--- src/rtl/mem_arb_pkg.sv ---
// Shared types for the memory arbiter: FSM state encoding and requester owner encoding.
package mem_arb_pkg;

    typedef enum logic [1:0] {
        S_IDLE  = 2'd0,
        S_MEM_I = 2'd1,
        S_MEM_D = 2'd2,
        S_RESP  = 2'd3
    } state_t;

    typedef enum logic {
        OWN_I = 1'b0,
        OWN_D = 1'b1
    } owner_t;

endpackage

--- src/rtl/mem_arbiter_if.sv ---
// Bundle of the fetch-side, data-side and memory-port signals around mem_arbiter.
interface mem_arbiter_if #(
    parameter int ADDR_W = 32,
    parameter int DATA_W = 32
);
    // Handshakes: if_req/d_req are levels held with their qualifiers until the matching
    // one-cycle if_valid/d_valid; mem_req is held with its qualifiers until mem_ack.
    logic              if_req;
    logic [ADDR_W-1:0] if_addr;
    logic              if_valid;
    logic [DATA_W-1:0] if_rdata;

    logic              d_req;
    logic              d_we;
    logic              d_byte;
    logic [ADDR_W-1:0] d_addr;
    logic [DATA_W-1:0] d_wdata;
    logic              d_valid;
    logic [DATA_W-1:0] d_rdata;

    logic              mem_req;
    logic              mem_we;
    logic              mem_byte;
    logic [ADDR_W-1:0] mem_addr;
    logic [DATA_W-1:0] mem_wdata;
    logic              mem_ack;
    logic [DATA_W-1:0] mem_rdata;

    logic              busy;

    modport slave (
        input  if_req, if_addr, d_req, d_we, d_byte, d_addr, d_wdata, mem_ack, mem_rdata,
        output if_valid, if_rdata, d_valid, d_rdata,
        output mem_req, mem_we, mem_byte, mem_addr, mem_wdata, busy
    );

    modport master (
        output if_req, if_addr, d_req, d_we, d_byte, d_addr, d_wdata, mem_ack, mem_rdata,
        input  if_valid, if_rdata, d_valid, d_rdata,
        input  mem_req, mem_we, mem_byte, mem_addr, mem_wdata, busy
    );

endinterface

--- src/rtl/mem_arb_pick.sv ---
// Combinational grant selection between fetch and data requesters.
// ARB_FAIR_EN: on contention the side that was not granted last wins; otherwise data wins.
module mem_arb_pick
    import mem_arb_pkg::*;
(
    input  logic   if_req,
    input  logic   d_req,
    input  owner_t last_owner,
    output logic   grant_valid,
    output owner_t grant_owner
);

    logic prefer_d;

`ifdef ARB_FAIR_EN
    assign prefer_d = (last_owner == OWN_I);
`else
    logic unused_last_owner;
    assign unused_last_owner = last_owner;
    assign prefer_d          = 1'b1;
`endif

    assign grant_valid = if_req | d_req;
    assign grant_owner = (d_req && (!if_req || prefer_d)) ? OWN_D : OWN_I;

endmodule

--- src/rtl/mem_arbiter.sv ---
// Two-requester memory arbiter: one transaction in flight, registered memory port.
// ARB_FAIR_EN: adds a last_owner register so contention alternates between sides.
module mem_arbiter
    import mem_arb_pkg::*;
#(
    parameter int ADDR_W = 32,
    parameter int DATA_W = 32
) (
    input  logic         clk,
    input  logic         reset,
    mem_arbiter_if.slave bus,
    output state_t       dbg_state
);

    state_t            state_q, state_d;
    owner_t            owner_q, last_owner, grant_owner;
    logic              grant_valid, start, complete;
    logic              mem_req_q, mem_we_q, mem_byte_q;
    logic [ADDR_W-1:0] mem_addr_q;
    logic [DATA_W-1:0] mem_wdata_q, if_rdata_q, d_rdata_q;

    mem_arb_pick u_pick (
        .if_req      (bus.if_req),
        .d_req       (bus.d_req),
        .last_owner  (last_owner),
        .grant_valid (grant_valid),
        .grant_owner (grant_owner)
    );

`ifdef ARB_FAIR_EN
    owner_t last_owner_q;
    always_ff @(posedge clk) begin
        if (reset)      last_owner_q <= OWN_I;
        else if (start) last_owner_q <= grant_owner;
    end
    assign last_owner = last_owner_q;
`else
    assign last_owner = OWN_I;
`endif

    always_comb begin
        state_d  = state_q;
        start    = 1'b0;
        complete = 1'b0;
        case (state_q)
            S_IDLE: begin
                if (grant_valid) begin
                    start   = 1'b1;
                    state_d = (grant_owner == OWN_D) ? S_MEM_D : S_MEM_I;
                end
            end
            S_MEM_I, S_MEM_D: begin
                if (bus.mem_ack) begin
                    complete = 1'b1;
                    state_d  = S_RESP;
                end
            end
            S_RESP:  state_d = S_IDLE;
            default: state_d = S_IDLE;
        endcase
    end

    always_ff @(posedge clk) begin
        if (reset) state_q <= S_IDLE;
        else       state_q <= state_d;
    end

    // Memory-port qualifiers are latched at grant so they stay stable while waiting for ack.
    always_ff @(posedge clk) begin
        if (reset) begin
            owner_q     <= OWN_I;
            mem_req_q   <= 1'b0;
            mem_we_q    <= 1'b0;
            mem_byte_q  <= 1'b0;
            mem_addr_q  <= '0;
            mem_wdata_q <= '0;
            if_rdata_q  <= '0;
            d_rdata_q   <= '0;
        end else if (start) begin
            mem_req_q <= 1'b1;
            owner_q   <= grant_owner;
            if (grant_owner == OWN_D) begin
                mem_addr_q  <= bus.d_addr;
                mem_we_q    <= bus.d_we;
                mem_byte_q  <= bus.d_byte;
                mem_wdata_q <= bus.d_wdata;
            end else begin
                mem_addr_q <= bus.if_addr;
                mem_we_q   <= 1'b0;
                mem_byte_q <= 1'b0;
            end
        end else if (complete) begin
            mem_req_q <= 1'b0;
            if (owner_q == OWN_D) d_rdata_q  <= bus.mem_rdata;
            else                  if_rdata_q <= bus.mem_rdata;
        end
    end

    assign bus.mem_req   = mem_req_q;
    assign bus.mem_we    = mem_we_q;
    assign bus.mem_byte  = mem_byte_q;
    assign bus.mem_addr  = mem_addr_q;
    assign bus.mem_wdata = mem_wdata_q;
    assign bus.if_rdata  = if_rdata_q;
    assign bus.d_rdata   = d_rdata_q;
    assign bus.if_valid  = (state_q == S_RESP) && (owner_q == OWN_I);
    assign bus.d_valid   = (state_q == S_RESP) && (owner_q == OWN_D);
    assign bus.busy      = (state_q != S_IDLE);
    assign dbg_state     = state_q;

endmodule
--- src/flat_wrapper.sv ---
// flat-port wrapper written by rule: the top's interface ports become plain ports
module mem_arbiter_flat import mem_arb_pkg::*;
#(
    parameter int ADDR_W = 32,
    parameter int DATA_W = 32
)
  (clk, reset, dbg_state, bus_if_req, bus_if_addr, bus_d_req, bus_d_we, bus_d_byte, bus_d_addr, bus_d_wdata, bus_mem_ack, bus_mem_rdata, bus_if_valid, bus_if_rdata, bus_d_valid, bus_d_rdata, bus_mem_req, bus_mem_we, bus_mem_byte, bus_mem_addr, bus_mem_wdata, bus_busy);
  mem_arbiter_if #(.ADDR_W(ADDR_W), .DATA_W(DATA_W)) bus_i ();
  input  logic clk;
  input  logic reset;
  output state_t dbg_state;
  input wire logic [$bits(bus_i.if_req)-1:0] bus_if_req;
  input wire logic [$bits(bus_i.if_addr)-1:0] bus_if_addr;
  input wire logic [$bits(bus_i.d_req)-1:0] bus_d_req;
  input wire logic [$bits(bus_i.d_we)-1:0] bus_d_we;
  input wire logic [$bits(bus_i.d_byte)-1:0] bus_d_byte;
  input wire logic [$bits(bus_i.d_addr)-1:0] bus_d_addr;
  input wire logic [$bits(bus_i.d_wdata)-1:0] bus_d_wdata;
  input wire logic [$bits(bus_i.mem_ack)-1:0] bus_mem_ack;
  input wire logic [$bits(bus_i.mem_rdata)-1:0] bus_mem_rdata;
  output wire logic [$bits(bus_i.if_valid)-1:0] bus_if_valid;
  output wire logic [$bits(bus_i.if_rdata)-1:0] bus_if_rdata;
  output wire logic [$bits(bus_i.d_valid)-1:0] bus_d_valid;
  output wire logic [$bits(bus_i.d_rdata)-1:0] bus_d_rdata;
  output wire logic [$bits(bus_i.mem_req)-1:0] bus_mem_req;
  output wire logic [$bits(bus_i.mem_we)-1:0] bus_mem_we;
  output wire logic [$bits(bus_i.mem_byte)-1:0] bus_mem_byte;
  output wire logic [$bits(bus_i.mem_addr)-1:0] bus_mem_addr;
  output wire logic [$bits(bus_i.mem_wdata)-1:0] bus_mem_wdata;
  output wire logic [$bits(bus_i.busy)-1:0] bus_busy;
  assign bus_i.if_req = bus_if_req;
  assign bus_i.if_addr = bus_if_addr;
  assign bus_i.d_req = bus_d_req;
  assign bus_i.d_we = bus_d_we;
  assign bus_i.d_byte = bus_d_byte;
  assign bus_i.d_addr = bus_d_addr;
  assign bus_i.d_wdata = bus_d_wdata;
  assign bus_i.mem_ack = bus_mem_ack;
  assign bus_i.mem_rdata = bus_mem_rdata;
  assign bus_if_valid = bus_i.if_valid;
  assign bus_if_rdata = bus_i.if_rdata;
  assign bus_d_valid = bus_i.d_valid;
  assign bus_d_rdata = bus_i.d_rdata;
  assign bus_mem_req = bus_i.mem_req;
  assign bus_mem_we = bus_i.mem_we;
  assign bus_mem_byte = bus_i.mem_byte;
  assign bus_mem_addr = bus_i.mem_addr;
  assign bus_mem_wdata = bus_i.mem_wdata;
  assign bus_busy = bus_i.busy;
  mem_arbiter #(.ADDR_W(ADDR_W), .DATA_W(DATA_W)) u_core (.clk(clk), .reset(reset), .bus(bus_i), .dbg_state(dbg_state));
endmodule
--- config.mk ---
export PLATFORM = sky130hd
export DESIGN_NAME = mem_arbiter_flat
export DESIGN_NICKNAME = d
export VERILOG_FILES = /design/src/rtl/mem_arb_pkg.sv /design/src/rtl/mem_arbiter_if.sv /design/src/rtl/mem_arb_pick.sv /design/src/rtl/mem_arbiter.sv /design/src/flat_wrapper.sv
export SDC_FILE = /design/constraint.sdc
export NUM_CORES = 1
export LEC_CHECK = 0
export BUFFER_PORTS_ARGS = -buffer_cell sky130_fd_sc_hd__buf_2
export CORE_ASPECT_RATIO = 0.75
export CORE_UTILIZATION = 49
export DETAILED_ROUTE_END_ITERATION = 6
export PLACE_DENSITY_LB_ADDON = 0.08
export REMOVE_ABC_BUFFERS = 1
export SYNTH_ARGS = -nofsm -noshare
export SYNTH_HDL_FRONTEND = slang
export SYNTH_HIERARCHICAL = 1
export SYNTH_SLANG_ARGS = --single-unit
--- constraint.sdc ---
create_clock -name clk -period 3.1 [get_ports clk]
set_input_delay 0.31 -clock clk [delete_from_list [all_inputs] [get_ports clk]]
set_output_delay 0.31 -clock clk [all_outputs]
set_load 0.01 [all_outputs]
==> run metrics <==
switching portion of total power 0.314; Combinational Power Share 0.270; WS Path Type register to register; antenna cells 0; fillers between 900 and 1000; Hold Violations, Final 0; vias in the first global route 4640; die area approximately 12000 um^2; share of post-route cells with drive strength above 1 0.376; CP Launch Point u_core/dbg_state[0]; grt ovf 0; Peak supply drop approximately 470 uV; H-tree levels 4; TritonCTS buffer count 17; Post-DRT Antenna Nets 0; Int Power ~3.9 mW; worst hold path type primary input to register; power per cell area approximately 760 nW/um^2; Initial Util 0.503; cells after synthesis around 570; CTS tree built; I/O Buffers 270; Total Wirelength about 14000 um; drt first pass iters 4; Psw between 1.5 and 2 mW; routability cong. around 0.76; worst slew pin tran 0.966 ns; fmax ~0.5 GHz; Clock Skews between 0.01 and 0.015 ns; global-route wire length before repair ~22000 um; initial drt markers roughly 190; reg2reg path depth 6; clk slew on worst S/H paths roughly 0.060 ns; most common cell after layout, fill and taps aside buf_2; Final Cycle Share 0.654; total number of vias roughly 4800; post-synthesis average cell area 9.71 um^2; commonest cells after routing, fill and taps aside buf_2, dfxtp_1, nand2b_1, mux2i_1, nand2_1; Die Span Y approximately 94 um; hold path depth 3; status complete, no violations; Lkg Pwr roughly 3.7 nW; boundary pin count 271; Post-CTS Setup Inserts 0; reg2reg end u_core/bus.d_rdata[20]; initial antenna violation count 0; flop-to-flop setup slack 1.07 ns; Ys Warns 6; Cell Area, Synth between 5000 and 6000 um^2; DR WL/cell approximately 14 um; Clock Path Buffers 2; clock sink count around 130; fin nets between 900 and 1000; Multi-input gate area 2540 um^2; clk root buf clkbuf_16; Sequential Power Share 0.383; Resized cells post-CTS 0; Avg Vias per Cell approximately 4.9; die width about 120 um; CTS Hold Buffers Added 0; clock power share 0.347; num rows 33; total track usage 0.235; Max Cap Viol 0; CP max FO 14; worst-case hold path end point u_core/bus.mem_wdata[23]; RR Startpoint u_core/dbg_state[0]; Layout area overhead 35.2%; Crit path required time around 3.4 ns; drc violations 0; Critical Path Sink Type register; slew margin rel. 0.356; RSZ-0062 raised after global routing false; largest net degree at the start of global routing 129; HP Start bus_d_wdata[23]; register area roughly 2700 um^2; clk_lat worst skew approximately 0.40 ns; post-layout util 0.681; hpwl dp just under 10000 um; Setup violations, final 0; Worst setup SP type register; min Tclk post-route approximately 2.0 ns; Worst Path Arrival ~2.3 ns; Core Box Area between 10000 and 15000 um^2; max-slew violations 0; total negative setup slack 0 ns
through the flow:
step	std cells	total power, mW	instance area (um^2)	setup slack (ns)	hold WS, ns
after floorplan	522	3.11	5240	0.515	0.379
after global placement	941	3.69	6840	1.11	0.438
after detailed placement	941	3.75	6840	1.05	0.443
after CTS	973	5.73	7420	1.08	0.127
after global routing	973	5.99	7420	0.922	0.132
final	973	5.67	7420	1.07	0.142
worst max-delay path, stage by stage (launching register included):
cell     delay [ns]
dfxtp_1        0.37
inv_1          0.08
ha_1           0.27
nand2_1        0.17
nand4_2        0.45
buf_4          0.41
mux2i_1        0.15
registers in the layout, summed over array words and instances, names as in the netlist:
name                  count
u_core/bus.d_rdata       32
u_core/owner_q            1
u_core/bus.mem_req        1
u_core/bus.mem_addr      32
u_core/bus.if_rdata      32
u_core/dbg_state          2
u_core/bus.mem_wdata     32
u_core/bus.mem_we         1
u_core/bus.mem_byte       1
per-layer routing:
layer	track usage	part of all wire	up-vias
li1	-	-	2404
met1	0.264	0.41	2149
met2	0.419	0.50	180
met3	0.0746	0.067	22
met4	0.0873	0.021	0
met5	0	0	-
power groups by stage:
stage	clock network, mW	registers [mW]	logic, mW
final	1.96	2.17	1.53
after floorplan	0	2.34	0.763
after CTS	2.01	2.17	1.54
after detailed placement	0	2.21	1.54
after global routing	2.09	2.21	1.69
after global placement	0	2.19	1.50
layout make-up:
cell class | count | share of cell area
tap | 140 | 0.0236
timing repair buffer | 279 | 0.192
inverter | 4 | 0.00202
clock buffer | 20 | 0.0615
multi-input combinational | 384 | 0.343
sequential | 134 | 0.361
clock inverter | 12 | 0.0172
worst max-delay path by stage:
stage                             endpoint  depth (start not counted)  slack (ns)
finish              u_core/bus.d_rdata[20]                          6        1.07
global route        u_core/bus.d_rdata[20]                          6        0.92
CTS                 u_core/bus.d_rdata[31]                          6        1.08
detailed placement  u_core/bus.d_rdata[14]                          6        1.05
global placement    u_core/bus.d_rdata[24]                          6        1.11
floorplan           u_core/bus.if_rdata[0]                          5        0.52
(Power assumes the default switching activity.)
